[src/rtl/mem_arbiter.sv]
// Two-master arbiter for a single-port RAM with lockable bursts and a starvation hold cap.
// Define ARB_ROUND_ROBIN_EN for round-robin arbitration; fixed m0 priority otherwise.
module mem_arbiter #(
  parameter int unsigned AW       = 13,
  parameter int unsigned DW       = 8,
  parameter int unsigned MAX_HOLD = 8
) (
  input  logic          i_clk,
  input  logic          i_rst,
  input  logic          i_m0_req,
  input  logic          i_m1_req,
  input  logic          i_m0_lock,
  input  logic          i_m1_lock,
  input  logic [AW-1:0] i_m0_addr,
  input  logic [AW-1:0] i_m1_addr,
  input  logic          i_m0_we,
  input  logic          i_m1_we,
  input  logic [DW-1:0] i_m0_wdata,
  input  logic [DW-1:0] i_m1_wdata,
  output logic          o_m0_gnt,
  output logic          o_m1_gnt,
  output logic [DW-1:0] o_m0_rdata,
  output logic [DW-1:0] o_m1_rdata,
  output logic          o_m0_rvalid,
  output logic          o_m1_rvalid,
  output logic [AW-1:0] o_ram_addr,
  output logic          o_ram_we,
  output logic [DW-1:0] o_ram_di,
  input  logic [DW-1:0] i_ram_do
);

`ifdef ARB_ROUND_ROBIN_EN
  localparam bit RrEn = 1'b1;
`else
  localparam bit RrEn = 1'b0;
`endif

  localparam int unsigned     HW      = $clog2(MAX_HOLD);
  localparam logic [HW-1:0]   HoldLim = HW'(MAX_HOLD - 1);

  typedef enum logic [1:0] {StIdle, StOwn0, StOwn1} state_e;

  state_e        r_state;
  logic [HW-1:0] r_hold;
  logic          r_last_owner;
  logic [AW-1:0] r_last_addr;
  logic          r_m0_rvalid, r_m1_rvalid;
  logic [DW-1:0] r_m0_rdata, r_m1_rdata;

  logic w_gnt0, w_gnt1, w_xfer0, w_xfer1, w_cap, w_keep0, w_keep1, w_tie_m1;

  assign w_gnt0  = (r_state == StOwn0);
  assign w_gnt1  = (r_state == StOwn1);
  assign w_xfer0 = i_m0_req && w_gnt0;
  assign w_xfer1 = i_m1_req && w_gnt1;
  assign w_cap   = (r_hold >= HoldLim);

  // Whether the owner keeps the bus after a transfer while the other master waits.
  // Under fixed priority m0 never yields voluntarily; only the hold cap forces it off.
  assign w_keep0  = (i_m0_lock || !RrEn) && !w_cap;
  assign w_keep1  = i_m1_lock && !w_cap;
  assign w_tie_m1 = RrEn && !r_last_owner;

  always_ff @(posedge i_clk) begin
    if (i_rst) begin
      r_state      <= StIdle;
      r_hold       <= '0;
      r_last_owner <= 1'b1;
      r_last_addr  <= '0;
      r_m0_rvalid  <= 1'b0;
      r_m1_rvalid  <= 1'b0;
      r_m0_rdata   <= '0;
      r_m1_rdata   <= '0;
    end else begin
      r_m0_rvalid <= w_xfer0 && !i_m0_we;
      r_m1_rvalid <= w_xfer1 && !i_m1_we;
      if (w_xfer0 && !i_m0_we) r_m0_rdata <= i_ram_do;
      if (w_xfer1 && !i_m1_we) r_m1_rdata <= i_ram_do;
      if (w_xfer0 || w_xfer1) r_last_addr <= o_ram_addr;

      case (r_state)
        StIdle: begin
          r_hold <= '0;
          if (i_m0_req && (!i_m1_req || !w_tie_m1)) begin
            r_state      <= StOwn0;
            r_last_owner <= 1'b0;
          end else if (i_m1_req) begin
            r_state      <= StOwn1;
            r_last_owner <= 1'b1;
          end
        end
        StOwn0: begin
          if (!i_m0_req) begin
            r_hold  <= '0;
            r_state <= i_m1_req ? StOwn1 : StIdle;
            if (i_m1_req) r_last_owner <= 1'b1;
          end else if (!i_m1_req) begin
            r_hold <= '0;
          end else if (w_keep0) begin
            r_hold <= r_hold + HW'(1);
          end else begin
            r_hold       <= '0;
            r_state      <= StOwn1;
            r_last_owner <= 1'b1;
          end
        end
        StOwn1: begin
          if (!i_m1_req) begin
            r_hold  <= '0;
            r_state <= i_m0_req ? StOwn0 : StIdle;
            if (i_m0_req) r_last_owner <= 1'b0;
          end else if (!i_m0_req) begin
            r_hold <= '0;
          end else if (w_keep1) begin
            r_hold <= r_hold + HW'(1);
          end else begin
            r_hold       <= '0;
            r_state      <= StOwn0;
            r_last_owner <= 1'b0;
          end
        end
        default: r_state <= StIdle;
      endcase
    end
  end

  // Idle keeps the last transferred address on the bus so the RAM sees no spurious change.
  always_comb begin
    o_ram_addr = r_last_addr;
    o_ram_di   = '0;
    if (w_gnt0) begin
      o_ram_addr = i_m0_addr;
      o_ram_di   = i_m0_wdata;
    end else if (w_gnt1) begin
      o_ram_addr = i_m1_addr;
      o_ram_di   = i_m1_wdata;
    end
  end

  assign o_ram_we    = !i_rst && ((w_xfer0 && i_m0_we) || (w_xfer1 && i_m1_we));
  assign o_m0_gnt    = w_gnt0;
  assign o_m1_gnt    = w_gnt1;
  assign o_m0_rvalid = r_m0_rvalid;
  assign o_m1_rvalid = r_m1_rvalid;
  assign o_m0_rdata  = r_m0_rdata;
  assign o_m1_rdata  = r_m1_rdata;

endmodule

[config.mk]
export PLATFORM = sky130hd
export DESIGN_NAME = mem_arbiter
export DESIGN_NICKNAME = d
export VERILOG_FILES = /design/src/rtl/mem_arbiter.sv
export SDC_FILE = /design/constraint.sdc
export NUM_CORES = 1
export LEC_CHECK = 0
export CAP_MARGIN = 20
export CORE_ASPECT_RATIO = 1.75
export CORE_MARGIN = 5
export CORE_UTILIZATION = 36
export CTS_BUF_LIST = sky130_fd_sc_hd__clkbuf_4 sky130_fd_sc_hd__clkbuf_8 sky130_fd_sc_hd__clkbuf_16
export CTS_CLUSTER_DIAMETER = 120
export DETAILED_ROUTE_END_ITERATION = 8
export PLACE_DENSITY = 0.76
export SETUP_SLACK_MARGIN = 0.02
export SLEW_MARGIN = 20
export SYNTH_ARGS = -nofsm -noshare
export SYNTH_HDL_FRONTEND = slang
export SYNTH_SLANG_ARGS = --single-unit
[constraint.sdc]
create_clock -name i_clk -period 1.8 [get_ports i_clk]
set_input_delay 0.45 -clock i_clk [delete_from_list [all_inputs] [get_ports i_clk]]
set_output_delay 0.45 -clock i_clk [all_outputs]
set_load 0.02 [all_outputs]
==> impl_metrics.toml, run 1 <==
[pwr]
power.switching_mw = 2.24
combPwrFrac_pct = 72.5
p_per_area_nw_per_um2 = 1480
p_clk_share_pct = 10.4
leakage_nw = 1.61
pwr-share-seq_pct = 17.1
p_total_mw = 5.84
peakVddDrop_v = 0.000738
internal_power_mw = 3.60
swShare_pct = 38.4

[placement]
hpwl_mm = 4.71
port_buffers = 98
post_dp_cell_area_um2 = 3530
dp_slack_ns = -0.534
post-place-cells = 408
gp_congestion = 0.745

[synth]
synth_flop_cell = "dfxtp_1"
yosysSeqAreaShare_pct = 35.9
avgSynthCellArea_um2 = 9.43
async_flop_share_pct = 0
synthCells = 213
yosysUniqueCellTypes = 29
synth_warnings = 0
syn_area_um2 = 2010
synth_edf_count = 0
ys_ff_latch = 36
syn_nets = 277

[min_path]
hold_class = "reg2reg"
min_path_cells = 2
min_from = "o_m0_rdata[6]$_SDFFE_PP0P_"
min_to = "o_m0_rdata[6]$_SDFFE_PP0P_"

[timing]
hold_violations = 0
fin_setup_tns_ns = -3.24
setup_ws_ns = -0.186
finalCritPeriodShare_pct = 110
relSlewSlack_pct = 78.1
max_clock_freq_mhz = 504
min_period_ns = 1.99
finClkSkew_ns = 0.00470
maxSlewViolCount = 0
rsz0062_at_grt = "true"
setup_viol = 22
worstMarginPinSlew_ns = 0.328

[critical_path]
reg2reg_from = "r_state[0]$_SDFFE_PP0P_"
crit_buf_inv = 4
worstPathRequired_ns = 1.35
crit_type = "reg2out"
cp_slowest_cell = "dfxtp_2"
slowest_delay_ns = 0.32
worstPathArrival_ns = 1.54
start_kind = "register"
path_cells = "buf_4, ha_4, buf_12, buf_6, a22o_1, buf_6"
cp_common_cell = "buf_6"
path_max_fanout = 12
worstSetupEndpointType = "output pin"
path_delay_family = "buffers and inverters"
reg2regPathDepth = 9
rrSetupSlack_ns = 0.08
r2r_end = "r_last_addr[4]$_SDFFE_PP0P_"

[clocking]
tritoncts = "built"
cts_max_level = 2
numCtsBuffers = 5
clockRootBuffer = "clkbuf_8"
clock-sinks = 36
path_clk_slew_ns = 0.07
clkLatencyLatePin_ns = 0.28
ctsLongestPathBuffers = 2

[detailed_routing]
wl_met2_mm = 3.59
remaining_drc_errors = 0
wl_met1_mm = 2.21
first_pass_iters = 4
routed_via_density = 4.93
antenna_left = 0
vias = 2100
highest_layer = "met4"
drt_iter0_markers = 60
wire_per_inst_um = 14.8
drt-total-wl_mm = 6.31
routed-wl-met3_um = 406

[floorplanning]
die_w_um = 66.5
rows = 36
die_h_um = 109
initial_utilization_pct = 36.6
dieArea_um2 = 7230
core_um2 = 5500
io_pins = 100

[finish]
fin_nets = 414
final_cell_mix = "clkdlybuf4s50_1, buf_4, dfxtp_1, buf_6, nor2_1"
final_cells = 426
drive_gt1_share_pct = 41.1
final_area_um2 = 3930
final_common_cell = "clkdlybuf4s50_1"
fill_cells = 405
antenna_cells = 0
area_growth_pct = 95.8

[global_routing]
track_usage_pct = 18.0
grt_pass1_vias = 2168
grt_max_degree = 35
antenna_found_initial = 0
grt-ovfl-total = 0
grt_pass1_wl_mm = 10.2

[job]
drv_cap = 0

[run_status]
failed_checks = "setup timing"
status = "complete, but fails checks"
-- cells in the mapped netlist, types with 2 or more instances --
master    instances  area (um2)
ha_1              6        75.1
mux2i_1          30         300
a22o_1           10        87.6
nand3b_1          3        22.5
inv_1             2        7.51
and2_1           12        75.1
dfxtp_1          36         721
o21ba_2          12         120
nand2_1           2        7.51
clkbuf_1          4        15.0
o21ai_0           2        10.0
a211oi_1         12        90.1
buf_2            12        60.1
nand3_1           3        15.0
a21oi_1          18        90.1
nor2_1           20        75.1
nor2b_1          15        93.8
mux2_2            3        33.8
-- worst max path at each step --
stage / end / slack, ns / startpoint / cells after the start
after floorplan: o_ram_di[1] / -0.004 / r_state[0]$_SDFFE_PP0P_ / 6
after global placement: o_ram_addr[7] / -0.52 / i_m1_addr[7] / 4
after detailed placement: o_ram_addr[7] / -0.53 / i_m1_addr[7] / 4
after CTS: o_ram_addr[2] / -0.21 / r_state[0]$_SDFFE_PP0P_ / 7
after global routing: o_ram_addr[2] / -0.25 / r_state[0]$_SDFFE_PP0P_ / 7
final: o_ram_di[7] / -0.19 / r_state[0]$_SDFFE_PP0P_ / 6
-- worst min-delay path: cells and delay by family (launching register included) --
| family | cells | cell delay [ns] |
|---|---|---|
| flops | 1 | 0.33 |
| mux | 1 | 0.07 |
| simple gates | 1 | 0.07 |
-- cell type report --
| cell class | count | area [um2] | area share, % |
|---|---|---|---|
| Tap cell | 76 | 95.1 | 2.42 |
| Clock buffer | 7 | 96.3 | 2.45 |
| Timing Repair Buffer | 148 | 1470 | 37.3 |
| Sequential cell | 36 | 726 | 18.4 |
| Inverter | 3 | 11.3 | 0.286 |
| Multi-Input combinational cell | 156 | 1540 | 39.1 |
-- power groups by stage --
| stage | Clock, mW | Sequential [mW] | Combinational (mW) |
|---|---|---|---|
| 6_report | 0.605 | 1.00 | 4.23 |
| 2_1_floorplan | 0 | 1.01 | 2.07 |
| 5_1_grt | 0.668 | 1.01 | 4.49 |
| 3_5_place_dp | 0 | 0.982 | 3.67 |
| 4_1_cts | 0.621 | 0.999 | 4.17 |
| 3_3_place_gp | 0 | 0.977 | 3.61 |
-- flip-flops by register name, indices dropped and copies added (netlist names) --
signal and flops:
r_last_addr 13, o_m0_rdata 8, o_m1_rvalid 1, r_hold 3
o_m1_rdata 8, o_m0_rvalid 1, r_state 2
-- logic make-up (layout without fill, tap and decap cells) --
logic type | Yosys count | after routing | synth area share [%]
compound gates | 59 | 59 | 22.9
buf+inv | 21 | 158 | 5.23
simple gates | 58 | 58 | 15.6
mux | 33 | 33 | 16.6
fa+ha+maj | 6 | 6 | 3.74
flops | 36 | 36 | 35.9
-- metal layers --
metal	GRT usage, %	vias to the layer above
li1	-	1031
met2	34.8	69
met1	18.2	992
met4	5.67	0
met5	0	-
met3	4.43	8
-- per-stage QoR --
step,util [%],hold slack (ns)
global route,71.6,0.533
floorplan,-,0.431
global placement,64.3,0.439
detailed placement,64.3,0.463
finish,71.6,0.504
CTS,70.7,0.483
-- timing repair --
action | in CTS | in global routing
setup buffers | 10 | 2
pin swaps | 9 | 2
hold buffers | 0 | 0
cloned | 0 | 0
gates resized for setup | 173 | 8
setup endpoints to repair | 24 | 23
Note: power is estimated with default switching activity, not from simulation.
==> run 2, diff against run 1 <==
--- a/config.mk
+++ b/config.mk
@@ -12,9 +12,10 @@
 export CTS_BUF_LIST = sky130_fd_sc_hd__clkbuf_4 sky130_fd_sc_hd__clkbuf_8 sky130_fd_sc_hd__clkbuf_16
 export CTS_CLUSTER_DIAMETER = 120
 export DETAILED_ROUTE_END_ITERATION = 8
+export GPL_TIMING_DRIVEN = 0
 export PLACE_DENSITY = 0.76
 export SETUP_SLACK_MARGIN = 0.02
-export SLEW_MARGIN = 20
+export SLEW_MARGIN = 30
 export SYNTH_ARGS = -nofsm -noshare
 export SYNTH_HDL_FRONTEND = slang
 export SYNTH_SLANG_ARGS = --single-unit
==> run 2 against run 1 <==
Net effect: the flow still finishes with violations (setup timing); first-iteration DRC count is 65% lower; cell count shrank 1.4%; worst setup slack lost 0.14 ns; sequential power is essentially flat; design area is 1.9% higher; critical endpoint is now o_ram_addr[0].
==> impl_metrics.toml, run 2 (synthesized netlist as in run 1, its figures left out) <==
[run_status]
status = "complete, but fails checks"
failed_checks = "setup timing"

[placement]
gp_congestion = 0.727
hpwl_mm = 4.62
port_buffers = 95

[floorplanning]
rows = 36
die_w_um = 66.5
core_um2 = 5500
initial_utilization_pct = 36.6
dieArea_um2 = 7230
io_pins = 100
die_h_um = 109

[timing]
setup_viol = 22
max_clock_freq_mhz = 471
worstMarginPinSlew_ns = 0.666
maxSlewViolCount = 0
rsz0062_at_grt = "true"
relSlewSlack_pct = 55.6
fin_setup_tns_ns = -6.03
finClkSkew_ns = 0.00419
finalCritPeriodShare_pct = 118
hold_violations = 0
setup_ws_ns = -0.325
min_period_ns = 2.12

[global_routing]
antenna_found_initial = 0
grt-ovfl-total = 0
track_usage_pct = 19.8
grt_max_degree = 13
grt_pass1_wl_mm = 10.9
grt_pass1_vias = 2268

[finish]
area_growth_pct = 99.6
antenna_cells = 0
largest_reg_flops = 13
final_common_cell = "clkdlybuf4s50_1"
fin_nets = 407
drive_gt1_share_pct = 42.7
final_cell_mix = "clkdlybuf4s50_1, dfxtp_1, buf_6, buf_4, nor2_1"
top_register = "r_last_addr"
ff_latch_area_um2 = 728
final_util_pct = 73.0
multi_input_area_um2 = 1580
fill_cells = 401

[clocking]
clock-sinks = 36
cts_hold_buf = 0
tritoncts = "built"
ctsLongestPathBuffers = 2
cts_max_level = 2
path_clk_slew_ns = 0.08
numCtsBuffers = 5
clockRootBuffer = "clkbuf_8"
clkLatencyLatePin_ns = 0.29

[pwr]
leakage_nw = 1.61
p_per_area_nw_per_um2 = 1600
peakVddDrop_v = 0.000922
p_total_mw = 6.41

[job]
drv_cap = 0

[detailed_routing]
first_pass_iters = 4
wire_per_inst_um = 17.0
remaining_drc_errors = 0
routed_via_density = 5.11
antenna_left = 0
drt-total-wl_mm = 7.12
vias = 2145
drt_iter0_markers = 21

[critical_path]
start_kind = "register"
worstPathRequired_ns = 1.35
rrSetupSlack_ns = 0.04
worstSetupEndpointType = "output pin"
worstPathArrival_ns = 1.67
r2r_end = "r_last_addr[6]$_SDFFE_PP0P_"
reg2regPathDepth = 9
crit_type = "reg2out"
reg2reg_from = "r_state[0]$_SDFFE_PP0P_"
path_max_fanout = 8

[min_path]
min_path_cells = 2
hold_class = "reg2reg"
min_to = "r_last_addr[0]$_SDFFE_PP0P_"
min_from = "r_last_addr[0]$_SDFFE_PP0P_"
-- run 2: cell count changes in the layout (fill, tap and decap cells not counted), sizes merged --
cell	before	now
clkbuf	7	11
bufinv	0	1
bufbuf	0	1
clkdlybuf4s50	74	71
clkinvlp	0	1
clkinv	0	1
clkdlybuf4s15	1	0
buf	73	63
-- run 2: routing by layer --
layer	vias to the layer above	track usage, %	wire length [um]
li1	1019	-	-
met1	1021	18.5	2360
met2	85	36.4	3880
met3	20	6.08	569
met4	0	11.8	309
met5	-	0	0
-- run 2: per-stage QoR --
step	area (um2)	hold slack, ns	setup WS [ns]	instances
2_1_floorplan	2200	0.431	-0.00371	213
3_3_place_gp	3250	0.440	-0.585	384
3_5_place_dp	3250	0.446	-0.626	384
4_1_cts	3910	0.488	-0.301	412
5_1_grt	4010	0.505	-0.361	420
6_report	4010	0.487	-0.325	420
-- run 2: timing repair --
action,CTS,global route
setup endpoints to repair,30,38
pin swaps,15,8
gates cloned,3,0
resized for setup,197,18
buffers inserted,17,9
-- run 2: how the worst max path moves through the flow --
| stage | startpoint | endpoint | slack [ns] | cells past startpoint |
|---|---|---|---|---|
| floorplan | r_state[0]$_SDFFE_PP0P_ | o_ram_di[1] | -0.004 | 6 |
| global placement | r_state[1]$_SDFFE_PP0P_ | o_ram_addr[4] | -0.59 | 6 |
| detailed placement | r_state[1]$_SDFFE_PP0P_ | o_ram_addr[4] | -0.63 | 6 |
| CTS | r_state[0]$_SDFFE_PP0P_ | o_ram_di[0] | -0.30 | 7 |
| global route | r_state[0]$_SDFFE_PP0P_ | o_ram_addr[10] | -0.36 | 7 |
| finish | r_state[0]$_SDFFE_PP0P_ | o_ram_addr[0] | -0.32 | 7 |
-- run 2: final cells by class --
cell class | count | share of cell area, %
clock inverters | 3 | 1.06
multi-input cells | 156 | 39.3
flip-flops and latches | 36 | 18.2
repair buffers | 124 | 32.8
inverters | 3 | 0.593
clock buffers | 5 | 1.72
plain buffers | 17 | 3.93
well taps | 76 | 2.37
-- run 2: power breakdown --
group	internal [mW]	leakage [nW]	switching, mW
clock	0.410	0.0541	0.307
sequential	0.917	0.292	0.101
combinational	2.61	1.27	2.06
-- run 2: critical path, stage by stage, from the launching register on --
cell and delay (ns):
dfxtp_4 0.38, inv_4 0.04, ha_4 0.18, buf_12 0.15
buf_8 0.12, mux2i_4 0.19, a21oi_4 0.17, buf_6 0.14
==> run 3, diff against run 2 <==
--- a/config.mk
+++ b/config.mk
@@ -14,6 +14,7 @@
 export DETAILED_ROUTE_END_ITERATION = 8
 export GPL_TIMING_DRIVEN = 0
 export PLACE_DENSITY = 0.76
+export RECOVER_POWER = 50
 export SETUP_SLACK_MARGIN = 0.02
 export SLEW_MARGIN = 30
 export SYNTH_ARGS = -nofsm -noshare
==> run 3 against run 2 <==
Net effect: the run still ends with setup timing left; critical path type unchanged; hold slack is essentially flat; critical endpoint unchanged; routed wire length is the same; cell count is the same; largest power group unchanged; global-route usage is the same; sequential cell count is the same; maximum frequency is essentially flat.
==> impl_metrics.toml, run 3 (synthesized netlist as in run 1, its figures left out) <==
[timing]
min_period_ns = 2.13
relSlewSlack_pct = 55.5
finClkSkew_ns = 0.00419
max_clock_freq_mhz = 471
setup_ws_ns = -0.325
rsz0062_at_grt = "true"
finalCritPeriodShare_pct = 118
hold_violations = 0
setup_viol = 22
worstMarginPinSlew_ns = 0.667
maxSlewViolCount = 0

[placement]
gp_congestion = 0.727
post_dp_cell_area_um2 = 3250
hpwl_mm = 4.62
port_buffers = 95

[critical_path]
reg2reg_from = "r_state[0]$_SDFFE_PP0P_"
start_kind = "register"
path_max_fanout = 8
worstPathArrival_ns = 1.68
crit_type = "reg2out"
worstSetupEndpointType = "output pin"
crit_path_start = "r_state[0]$_SDFFE_PP0P_"
worstPathRequired_ns = 1.35

[clocking]
cts_hold_buf = 0
path_clk_slew_ns = 0.08
clkLatencyLatePin_ns = 0.29
numCtsBuffers = 5
cts_max_level = 2
ctsLongestPathBuffers = 2
clockRootBuffer = "clkbuf_8"
clock-sinks = 36
tritoncts = "built"

[finish]
final_common_cell = "clkdlybuf4s50_1"
top_register = "r_last_addr"
antenna_cells = 0
drive_gt1_share_pct = 42.2
area_growth_pct = 99.4
largest_reg_flops = 13
final_util_pct = 72.9
fin_nets = 407
final_cell_mix = "clkdlybuf4s50_1, dfxtp_1, buf_6, buf_4, nor2_1"
final_area_um2 = 4010

[pwr]
pwr-share-seq_pct = 15.9
p_clk_share_pct = 11.2
internal_power_mw = 3.93
power.switching_mw = 2.47
leakage_nw = 1.61
combPwrFrac_pct = 72.9
peakVddDrop_v = 0.000922
swShare_pct = 38.6
p_per_area_nw_per_um2 = 1600

[floorplanning]
io_pins = 100
core_um2 = 5500
die_w_um = 66.5
die_h_um = 109
dieArea_um2 = 7230
initial_utilization_pct = 36.6
rows = 36

[detailed_routing]
vias = 2146
wire_per_inst_um = 17.0
drt-total-wl_mm = 7.12
routed_via_density = 5.11
antenna_left = 0
first_pass_iters = 4
drt_iter0_markers = 23
remaining_drc_errors = 0

[job]
drv_cap = 0

[min_path]
min_from = "r_last_addr[0]$_SDFFE_PP0P_"
hold_class = "reg2reg"

[global_routing]
grt-ovfl-total = 0
grt_max_degree = 13
grt_pass1_vias = 2268
antenna_found_initial = 0
track_usage_pct = 19.8
grt_pass1_wl_mm = 10.9

[run_status]
status = "complete, but fails checks"
failed_checks = "setup timing"
## run 3: routing by layer
| metal | track usage [%] | wire (um) |
|---|---|---|
| met4 | 11.8 | 297 |
| met5 | 0 | 0 |
| met2 | 36.4 | 3890 |
| met1 | 18.5 | 2360 |
| met3 | 6.08 | 572 |
## run 3: power by group through the flow
stage | combinational (mW) | sequential [mW] | clock, mW
2_1_floorplan | 2.07 | 1.01 | 0
3_3_place_gp | 3.19 | 0.985 | 0
3_5_place_dp | 3.22 | 0.989 | 0
4_1_cts | 4.43 | 1.02 | 0.738
5_1_grt | 4.89 | 1.03 | 0.761
6_report | 4.67 | 1.02 | 0.716
## run 3: repair_timing
| item | in CTS | in global routing |
|---|---|---|
| pin swaps | 15 | 8 |
| endpoints found under the setup margin | 30 | 38 |
| buffers inserted | 17 | 9 |
| cloned | 3 | 0 |
| resized for setup | 197 | 18 |
## run 3: final cells by class
| type | instances | area [um2] |
|---|---|---|
| Inverter | 3 | 23.8 |
| Tap cell | 76 | 95.1 |
| Fill cell | 400 | 1490 |
| Clock buffer | 5 | 68.8 |
| Clock inverter | 3 | 42.5 |
| Multi-Input combinational cell | 156 | 1580 |
| Buffer | 17 | 158 |
| Sequential cell | 36 | 728 |
| Timing Repair Buffer | 124 | 1310 |
## run 3: worst max-delay path, stage by stage (launching register included)
cell     delay, ns
dfxtp_4       0.38
inv_4         0.04
ha_4          0.18
buf_12        0.15
buf_8         0.12
mux2i_4       0.19
a21oi_4       0.17
buf_6         0.14
## run 3: path summary, 6_finish.rpt
| kind | to | slack (ns) | cells after the start |
|---|---|---|---|
| hold reg to reg | r_last_addr[0]$_SDFFE_PP0P_ | 0.49 | 2 |
| hold / removal | r_last_addr[0]$_SDFFE_PP0P_ | 0.49 | 2 |
| setup / recovery | o_ram_addr[0] | -0.33 | 7 |
| setup reg to reg | r_last_addr[6]$_SDFFE_PP0P_ | 0.04 | 9 |
## run 3: metrics by stage
stage	hold slack (ns)	TNS [ns]	power, mW	instances	setup WS [ns]
6_report	0.487	-6.04	6.40	420	-0.325
5_1_grt	0.505	-7.08	6.68	420	-0.361
4_1_cts	0.488	-5.71	6.18	412	-0.301
3_5_place_dp	0.446	-12.41	4.21	384	-0.626
3_3_place_gp	0.440	-11.78	4.17	384	-0.585
2_1_floorplan	0.431	-0.0260	3.08	213	-0.00371
